--- config.mk ---
export PLATFORM = sky130hd
export DESIGN_NAME = pattern_step_sequencer
export DESIGN_NICKNAME = d
export VERILOG_FILES = /design/src/rtl/pattern_step_sequencer.sv
export SDC_FILE = /design/constraint.sdc
export NUM_CORES = 1
export LEC_CHECK = 0
export ABC_AREA = 1
export CAP_MARGIN = 0
export CORE_MARGIN = 1.5
export CORE_UTILIZATION = 50
export DETAILED_ROUTE_END_ITERATION = 16
export PLACE_DENSITY_LB_ADDON = 0.1
export SETUP_SLACK_MARGIN = 0.05
export SYNTH_ARGS = -nofsm -noshare
export SYNTH_HDL_FRONTEND = slang
export SYNTH_SLANG_ARGS = --single-unit
--- constraint.sdc ---
create_clock -name i_clk -period 3.3 [get_ports i_clk]
set_input_delay 0.99 -clock i_clk [delete_from_list [all_inputs] [get_ports i_clk]]
set_output_delay 0.99 -clock i_clk [all_outputs]
set_load 0.005 [all_outputs]
--- src/rtl/pattern_step_sequencer.sv ---
// rtl/pattern_step_sequencer.sv - parallel-in, serial-out rhythm pattern player with boundary-applied loads
module pattern_step_sequencer #(
  parameter int STEPS    = 8,
  parameter int TICK_DIV = 524288
) (
  input  logic                     i_clk,
  input  logic                     i_reset,
  input  logic                     i_run,
  input  logic                     i_load_valid,
  output logic                     o_load_ready,
  input  logic [STEPS-1:0]         i_load_pattern,
  output logic                     o_gate,
  output logic                     o_step_strobe,
  output logic [$clog2(STEPS)-1:0] o_step_index,
  output logic [STEPS-1:0]         o_pattern_out
);

  localparam int SW = $clog2(STEPS);
  localparam int PW = (TICK_DIV > 1) ? $clog2(TICK_DIV) : 1;
  localparam logic [PW-1:0] TICK_LAST = PW'(TICK_DIV - 1);
  localparam logic [SW-1:0] STEP_LAST = SW'(STEPS - 1);

  typedef enum logic {
    ST_IDLE = 1'b0,
    ST_RUN  = 1'b1
  } state_t;

  state_t           r_state;
  logic [PW-1:0]    r_presc;
  logic [SW-1:0]    r_step;
  logic [STEPS-1:0] r_pattern;
  logic [STEPS-1:0] r_hold;
  logic             r_hold_full;
  logic             r_strobe;

  state_t           w_state_nxt;
  logic [PW-1:0]    w_presc_nxt;
  logic [SW-1:0]    w_step_nxt;
  logic [STEPS-1:0] w_pattern_nxt;
  logic [STEPS-1:0] w_hold_nxt;
  logic             w_hold_full_nxt;
  logic             w_strobe_nxt;
  logic             w_xfer;
  logic             w_tick;
  logic             w_wrap;

  assign w_xfer = i_load_valid & ~r_hold_full;
  assign w_tick = (r_presc == TICK_LAST);
  assign w_wrap = w_tick & (r_step == STEP_LAST);

  // Next-state, prescaler, step and pattern/hold bookkeeping
  always_comb begin
    w_state_nxt     = r_state;
    w_presc_nxt     = r_presc;
    w_step_nxt      = r_step;
    w_pattern_nxt   = r_pattern;
    w_hold_nxt      = r_hold;
    w_hold_full_nxt = r_hold_full;
    w_strobe_nxt    = 1'b0;
    case (r_state)
      ST_IDLE: begin
        w_presc_nxt = '0;
        w_step_nxt  = '0;
        // A pattern left in hold by a stop is applied now; loads go straight to active
        if (r_hold_full) begin
          w_pattern_nxt   = r_hold;
          w_hold_full_nxt = 1'b0;
        end
        if (w_xfer) begin
          w_pattern_nxt = i_load_pattern;
        end
        if (i_run) begin
          w_state_nxt = ST_RUN;
        end
      end
      ST_RUN: begin
        if (!i_run) begin
          w_state_nxt = ST_IDLE;
          w_presc_nxt = '0;
          w_step_nxt  = '0;
        end else begin
          w_strobe_nxt = w_tick;
          if (w_tick) begin
            w_presc_nxt = '0;
            w_step_nxt  = (r_step == STEP_LAST) ? '0 : r_step + SW'(1);
          end else begin
            w_presc_nxt = r_presc + PW'(1);
          end
          // Apply only at the bar boundary so a bar never mixes old and new
          if (w_wrap && r_hold_full) begin
            w_pattern_nxt   = r_hold;
            w_hold_full_nxt = 1'b0;
          end
        end
        // Hold is empty whenever a transfer happens, so this never collides with the apply above
        if (w_xfer) begin
          w_hold_nxt      = i_load_pattern;
          w_hold_full_nxt = 1'b1;
        end
      end
      default: begin
        w_state_nxt = ST_IDLE;
      end
    endcase
  end

  // State and datapath registers with synchronous reset
  always_ff @(posedge i_clk) begin
    if (i_reset) begin
      r_state     <= ST_IDLE;
      r_presc     <= '0;
      r_step      <= '0;
      r_pattern   <= '0;
      r_hold      <= '0;
      r_hold_full <= 1'b0;
      r_strobe    <= 1'b0;
    end else begin
      r_state     <= w_state_nxt;
      r_presc     <= w_presc_nxt;
      r_step      <= w_step_nxt;
      r_pattern   <= w_pattern_nxt;
      r_hold      <= w_hold_nxt;
      r_hold_full <= w_hold_full_nxt;
      r_strobe    <= w_strobe_nxt;
    end
  end

  // Gate is combinational so it follows pattern[0] in the first RUN cycle
  always_comb begin
    o_gate = (r_state == ST_RUN) & r_pattern[r_step];
  end

  assign o_load_ready  = ~r_hold_full;
  assign o_step_strobe = r_strobe;
  assign o_step_index  = r_step;
  assign o_pattern_out = r_pattern;

endmodule

==> flow_summary.toml, run 1 <==
[final_layout]
syn2layout_area_growth_pct = 20.86
regArea_sq_um = 820.8
design_area_sq_mm = 0.002414
drive_above_1_share = 0.08654
final_util = 0.6447
stdcell_count = 360
fin_nets = 326
fill_cells = 370
multi_input_area_sq_mm = 0.001013
n_antenna_cell = 0

[clock_network]
cts_hold_buf = 0
clkTransAtPathRegs_ps = 80
cts_buffers = 5
cts_resized = 0
clkLatencyLatePin_ps = 300
root_buffer = "clkbuf_8"
post_cts_buffers = 0
cts_tree = "done"
clk_path_buf_depth = 2
clock-sinks = 41
cts_max_level = 2

[floorplan]
die_x_um = 66.20
coreArea_sq_mm = 0.003744
die_area_sq_mm = 0.004382
die_h_um = 66.20
start_util = 0.5334
io_pins = 26
rows = 22

[timing]
fin_skew_ps = 7.630
maxSlewViolCount = 0
max_slew_margin = 0.7790
rsz0062_at_grt = "no"
fmax_ghz = 0.3447
worstMarginPinSlew_ps = 331.2
min_period_over_period = 0.8791
hold_violations = 0
timing.setup.tns_ps = 0
fin_crit_ps = 2901
setup_viol = 0

[routing]
totalWireLength_mm = 4.154
drt-initial-drc-count = 66
routed_via_density = 5.044
wl_per_cell_um = 11.54
drtPass1Iterations = 5
drc_errors = 0
detail-route-antenna-nets = 0
vias = 1816

[critical_path]
rr_worst_depth = 9
cp_max_fo = 8
endpoint_kind = "output pin"
arrival_ps = 1910
required_ps = 2310
critPathKind = "reg -> out"
r2r_start = "r_presc[0]"
cp-start-kind = "register"
rrSetupSlack_ps = 1550
r2r_end = "o_step_index[1]"

[outcome]
status = "complete, no violations"

[grt]
use_met1 = 0.2362
gr-max-usage-layer = "met2"
antenna_found_initial = 0
grt_pass1_vias = 1751
gr-usage-met2 = 0.3963
grt_pass1_wl_mm = 7.279
grt_usage = 0.2161
grt_util_met3 = 0.05281
grt_start_max_net_pins = 22
gr-total-overflow = 0

[yosys]
syn_area_sq_mm = 0.001997
synthFlopType = "dfxtp_1"
syn_inst = 282
synth_seq_area_share = 0.4110
postSynthAreaPerCell_sq_um = 7.081
synth.most_common_cell = "nand2_1"
synth_top_area_share = 0.4110
synthDistinctLibCells = 32
synth_nets = 297
ys_warn_count = 0
synth_edf_count = 0
synthArstFlopShare = 0
yosys_register_bits = 41
synthTopCellsByArea = "dfxtp_1 (41%), nand2_1 (12%), nand3_1 (8.0%), nor2_1 (7.0%), a21oi_1 (6.8%)"
synthTopCellsByCount = "nand2_1 (63), dfxtp_1 (41), nor2_1 (37), nand3_1 (32), inv_1 (29)"
synth_area_leader_cell = "dfxtp_1"

[power_and_ir_drop]
power_leakage_nw = 0.9027
power_mw = 1.023
p_per_area_mw_per_mm2 = 424.0
ir_worst_vdd_mv = 0.3716

[placed_design]
placed_area_sq_mm = 0.002298
hpwlAfterDp_mm = 3.025
dp_cells = 352
place_congestion = 0.8334
port_buffers = 25

[flow_run]
max_cap_violations = 0

[worst_hold_path]
worstHoldStart = "r_hold[5]"
hold_path.class = "reg -> reg"
hold_end = "r_hold[5]"
min_delay_path_depth = 2
-- worst max-delay path, cell delays in order (launching register included) --
cell             delay, ps
dfxtp_1                450
inv_1                  140
a21oi_1                150
o21ai_0                 90
nand3_1                 70
nand2_1                 50
a31oi_1                130
clkdlybuf4s50_1        520
-- kinds of logic (layout without fill, tap and decap cells) --
kind of cell,Yosys count,after routing,synth area share
and+or+nand+nor,153,153,0.3534
xor gates and xnor gates,9,9,0.03947
DFF,41,41,0.4110
AOI/OAI and AO/OA,37,37,0.09587
buffers and inverters,39,69,0.08144
adders and majority gates,3,3,0.01880
-- registers in the layout, indices dropped and copies added (netlist names) --
signal and cells:
r_state 1, o_step_strobe 1, o_step_index 3, o_pattern_out 8, r_presc 19, r_hold 8, r_hold_full 1
-- placed cells by master, fill, tap and decap left out, types with 3 or more instances in the layout --
cell,instances
ha_1,3
xnor2_1,4
nand3b_1,3
clkbuf_8,5
buf_4,5
xor2_1,5
nand3_1,32
a21oi_1,27
o21ai_0,5
dfxtp_1,41
clkdlybuf4s50_1,25
nand2_1,63
inv_1,29
nor2_1,37
nor2_2,3
-- where the power goes --
part	switching (mW)	internal, mW
clock	0.184	0.226
combinational	0.0508	0.0485
sequential	0.00717	0.507
total	0.242	0.782
-- worst max-delay path by stage --
stage	start	to	slack [ps]	depth (start not counted)
after floorplan	o_step_index[0]	o_gate	1300	6
after global placement	o_step_index[0]	o_gate	760	7
after detailed placement	o_step_index[0]	o_gate	730	7
after CTS	o_step_index[0]	o_gate	400	7
after global routing	o_step_index[0]	o_gate	220	7
final	o_step_index[0]	o_gate	400	7
-- area by class of cell --
type                       count  share of cell area
clock buffer                   5             0.02851
clock inverter                 3             0.01918
tap                           48             0.02488
inverter                      31             0.04821
timing repair buffer          30              0.1192
sequential                    41              0.3401
multi-input combinational    202              0.4199
-- per-layer routing --
metal | vias to the layer above | wire length, um
met1 | 817 | 1899
met3 | 5 | 166
met2 | 32 | 2036
met5 | - | 0
li1 | 962 | -
met4 | 0 | 52
-- stage by stage --
stage / hold WS, ps / setup WS (ps)
floorplan: 440.8 / 1303
global placement: 450.3 / 764.3
detailed placement: 455.9 / 729.5
CTS: 469.1 / 397.1
global route: 489.6 / 223.1
finish: 468.7 / 398.9
Power figures use the tool's default switching activity.
==> inputs of run 2 (changes only) <==
==> constraint.sdc (replaced) <==
create_clock -name i_clk -period 3.5 [get_ports i_clk]
set_input_delay 1.05 -clock i_clk [delete_from_list [all_inputs] [get_ports i_clk]]
set_output_delay 1.05 -clock i_clk [all_outputs]
set_load 0.005 [all_outputs]
==> run 2 against run 1 <==
First-iteration DRC count rose by 41%; routed wire length fell by 3.6%; clock power is 10% lower; worst setup slack improved by 140 ps; die area stayed put; largest cell class unchanged.
==> flow_summary.toml, run 2 (same netlist as run 1, synthesis figures left out) <==
[routing]
detail-route-antenna-nets = 0
met1_length_mm = 1.853
drtPass1Iterations = 5
totalWireLength_mm = 4.005
maxUsedRoutingLayer = "met4"
wl_per_cell_um = 11.16
drc_errors = 0
routed_via_density = 4.986
wl_met3_um = 128
vias = 1790
wl_met2_mm = 1.963
drt-initial-drc-count = 93

[timing]
hold_violations = 0
setup_viol = 0
hold_slack_ps = 463.5
fin_crit_ps = 2959
max_slew_margin = 0.7944
fmax_ghz = 0.3379
worstMarginPinSlew_ps = 308.1
fin_skew_ps = 7.950
min_period_over_period = 0.8455
maxSlewViolCount = 0
fin_ws_ps = 540.8
timing.setup.tns_ps = 0
rsz0062_at_grt = "no"

[critical_path]
arrival_ps = 1910
cp-start-kind = "register"
cp_max_fo = 8
required_ps = 2450
critPathKind = "reg -> out"
endpoint_kind = "output pin"

[flow_run]
max_cap_violations = 0

[placed_design]
placed_area_sq_mm = 0.002298
place_ws_ps = 866.3
hpwlAfterDp_mm = 2.892
port_buffers = 25
dp_cells = 352
place_congestion = 0.8066

[grt]
gr-total-overflow = 0
grt_pass1_wl_mm = 6.982
grt_usage = 0.2067
antenna_found_initial = 0
grt_pass1_vias = 1680
grt_start_max_net_pins = 22

[final_layout]
largest_register = "r_presc"
final_cell_mix = "nand2_1 (63), dfxtp_1 (41), nor2_1 (37)"
syn2layout_area_growth_pct = 20.30
fill_cells = 344
largest_register_ffs = 19
stdcell_count = 359
drive_above_1_share = 0.08360
n_antenna_cell = 0
final_util = 0.6417
final_common_cell = "nand2_1"
fin_nets = 326
design_area_sq_mm = 0.002402

[clock_network]
cts_tree = "done"
cts_max_level = 2
clkLatencyLatePin_ps = 300
post_cts_buffers = 0
cts_resized = 0
cts_hold_buf = 0
clk_path_buf_depth = 2
clkTransAtPathRegs_ps = 80
root_buffer = "clkbuf_8"
cts_buffers = 5
clock-sinks = 41

[floorplan]
die_area_sq_mm = 0.004382
die_h_um = 66.20
start_util = 0.5334
coreArea_sq_mm = 0.003744
rows = 22
die_x_um = 66.20
io_pins = 26

[power_and_ir_drop]
ir_worst_vdd_mv = 0.2716
p_per_area_mw_per_mm2 = 393.6
power_mw = 0.9456
power_leakage_nw = 0.9023

[outcome]
status = "complete, no violations"

[worst_hold_path]
hold_path.class = "reg -> reg"
run 2: power breakdown:
| group | internal (mW) | total [mW] | switching [mW] |
|---|---|---|---|
| logic | 0.0457 | 0.0929 | 0.0472 |
| registers | 0.478 | 0.485 | 0.00704 |
| clock network | 0.207 | 0.368 | 0.161 |
run 2: area by class of cell:
cell class / count / area (sq um) / share of cell area
multi-input combinational: 202 / 1013 / 0.4219
sequential: 41 / 820.8 / 0.3417
timing repair buffer: 30 / 287.8 / 0.1198
tap: 48 / 60.06 / 0.02500
clock inverter: 2 / 35.03 / 0.01458
inverter: 31 / 116.4 / 0.04844
clock buffer: 5 / 68.82 / 0.02865
run 2: worst paths after layout:
check                  startpoint         endpoint  slack, ps  depth (start not counted)
setup / recovery  o_step_index[0]           o_gate        540                          7
hold / removal          r_hold[6]        r_hold[6]        460                          2
setup reg to reg       r_presc[0]  o_step_index[1]       1730                          9
hold reg to reg         r_hold[6]        r_hold[6]        460                          2
run 2: worst max-delay path, cell delays in order, from the launching register on:
cell	delay (ps)
dfxtp_1	460
inv_1	140
a21oi_1	150
o21ai_0	90
nand3_1	70
nand2_1	50
a31oi_1	140
clkdlybuf4s50_1	520
run 2: per-layer routing:
metal / vias up / track usage
li1: 959 / -
met1: 800 / 0.2372
met2: 26 / 0.3713
met3: 5 / 0.04089
met4: 0 / 0.08418
met5: - / 0
==> inputs of run 3 (changes only) <==
==> constraint.sdc (replaced) <==
create_clock -name i_clk -period 3 [get_ports i_clk]
set_input_delay 0.9 -clock i_clk [delete_from_list [all_inputs] [get_ports i_clk]]
set_output_delay 0.9 -clock i_clk [all_outputs]
set_load 0.005 [all_outputs]
==> run 3 against run 2 <==
Hold slack improved by 4.1 ps; sequential power increased by 17%; total power increased by 21%; sequential cell count unchanged; clock skew decreased by 2.7 ps; routed wire length increased by 5.0%; count of clock-buffer cells in the layout increased by 1; core utilization increased by 0.47 points; via count increased by 1.6%.
==> flow_summary.toml, run 3 (same netlist as run 1, synthesis figures left out) <==
[routing]
drt-initial-drc-count = 67
wl_per_cell_um = 11.68
totalWireLength_mm = 4.206
routed_via_density = 5.050
detail-route-antenna-nets = 0
drtPass1Iterations = 4
vias = 1818
drc_errors = 0

[power_and_ir_drop]
pwr-share-clk = 0.411
p_per_area_mw_per_mm2 = 473.6
p_int_mw = 0.8811
switchingPower_mw = 0.2648
power_frac_comb = 0.094
power_leakage_nw = 0.9063
p_sw_frac = 0.2311
power_mw = 1.146
ir_worst_vdd_mv = 0.3403
pwr-share-seq = 0.494

[final_layout]
final_common_cell = "nand2_1"
fin_nets = 326
fill_cells = 357
n_antenna_cell = 0
final_cell_mix = "nand2_1 (63), dfxtp_1 (40), nor2_1 (37)"
largest_register_ffs = 19
largest_register = "r_presc"
syn2layout_area_growth_pct = 21.18
drive_above_1_share = 0.08974

[floorplan]
rows = 22
die_area_sq_mm = 0.004382
io_pins = 26
coreArea_sq_mm = 0.003744
die_x_um = 66.20
start_util = 0.5334
die_h_um = 66.20

[placed_design]
hpwlAfterDp_mm = 2.972
port_buffers = 25
place_congestion = 0.8767

[timing]
fin_skew_ps = 5.255
timing.setup.tns_ps = 0
hold_slack_ps = 467.6
max_slew_margin = 0.7854
fin_crit_ps = 2711
min_period_over_period = 0.9037
setup_viol = 0
maxSlewViolCount = 0
fmax_ghz = 0.3689
hold_violations = 0
rsz0062_at_grt = "no"
worstMarginPinSlew_ps = 321.5

[clock_network]
cts_max_level = 2
cts_buffers = 5
clk_path_buf_depth = 2
clock-sinks = 41
clkLatencyLatePin_ps = 300
clkTransAtPathRegs_ps = 80
root_buffer = "clkbuf_8"
cts_tree = "done"

[grt]
grt_pass1_vias = 1720
gr-total-overflow = 0
grt_usage = 0.2139
grt_start_max_net_pins = 20
antenna_found_initial = 0
grt_pass1_wl_mm = 7.210

[worst_hold_path]
hold_path.class = "reg -> reg"

[flow_run]
max_cap_violations = 0

[critical_path]
cp-start-kind = "register"
required_ps = 2100
endpoint_kind = "output pin"
critPathKind = "reg -> out"
arrival_ps = 1810
cp_max_fo = 8

[outcome]
status = "complete, no violations"
run 3: power groups by stage:
| stage | sequential (mW) | combinational (mW) | clock [mW] |
|---|---|---|---|
| 2_1_floorplan | 0.578 | 0.0572 | 0 |
| 5_1_grt | 0.568 | 0.121 | 0.499 |
| 6_report | 0.566 | 0.108 | 0.472 |
| 3_5_place_dp | 0.579 | 0.109 | 0 |
| 3_3_place_gp | 0.579 | 0.109 | 0 |
| 4_1_cts | 0.566 | 0.109 | 0.478 |
run 3: area by class of cell:
class / instances / area (sq um) / share of cell area
Inverter: 31 / 116.4 / 0.04809
Sequential cell: 41 / 822.0 / 0.3397
Multi-Input combinational cell: 202 / 1013 / 0.4188
Tap cell: 48 / 60.06 / 0.02482
Clock inverter: 2 / 37.54 / 0.01551
Timing Repair Buffer: 30 / 287.8 / 0.1189
Clock buffer: 6 / 82.58 / 0.03413
run 3: worst paths after layout:
check | slack [ps] | end | depth (start not counted) | from
setup / recovery | 290 | o_gate | 7 | o_step_index[0]
hold / removal | 470 | r_hold[3] | 2 | r_hold[3]
setup reg to reg | 1170 | r_presc[14] | 9 | r_presc[0]
hold reg to reg | 470 | r_hold[3] | 2 | r_hold[3]
run 3: layer usage:
metal,vias up,global-route usage,share of wire
met5,-,0,0
li1,961,-,-
met4,0,0.08418,0.0050
met3,2,0.04089,0.041
met1,823,0.2508,0.45
met2,32,0.3800,0.50
run 3: critical path, cell delays in order, from the launching register on:
cell	delay (ps)
dfxtp_2	400
inv_1	100
a21oi_1	140
o21ai_0	100
nand3_1	80
nand2_1	50
a31oi_1	130
clkdlybuf4s50_1	510
run 3: per-stage QoR:
step / std cells / area (sq um) / util / setup WS [ps]
2_1_floorplan: 282 / 1997 / - / 1093
3_3_place_gp: 352 / 2298 / 0.6140 / 575.4
3_5_place_dp: 352 / 2298 / 0.6140 / 520.6
4_1_cts: 360 / 2419 / 0.6461 / 193.7
5_1_grt: 360 / 2420 / 0.6464 / 117.1
6_report: 360 / 2420 / 0.6464 / 288.9
run 3: repair_timing:
item,in CTS,in global routing
buffers inserted,0,0
hold buffers,0,0
setup endpoints to repair,0,1
resized for setup,0,1
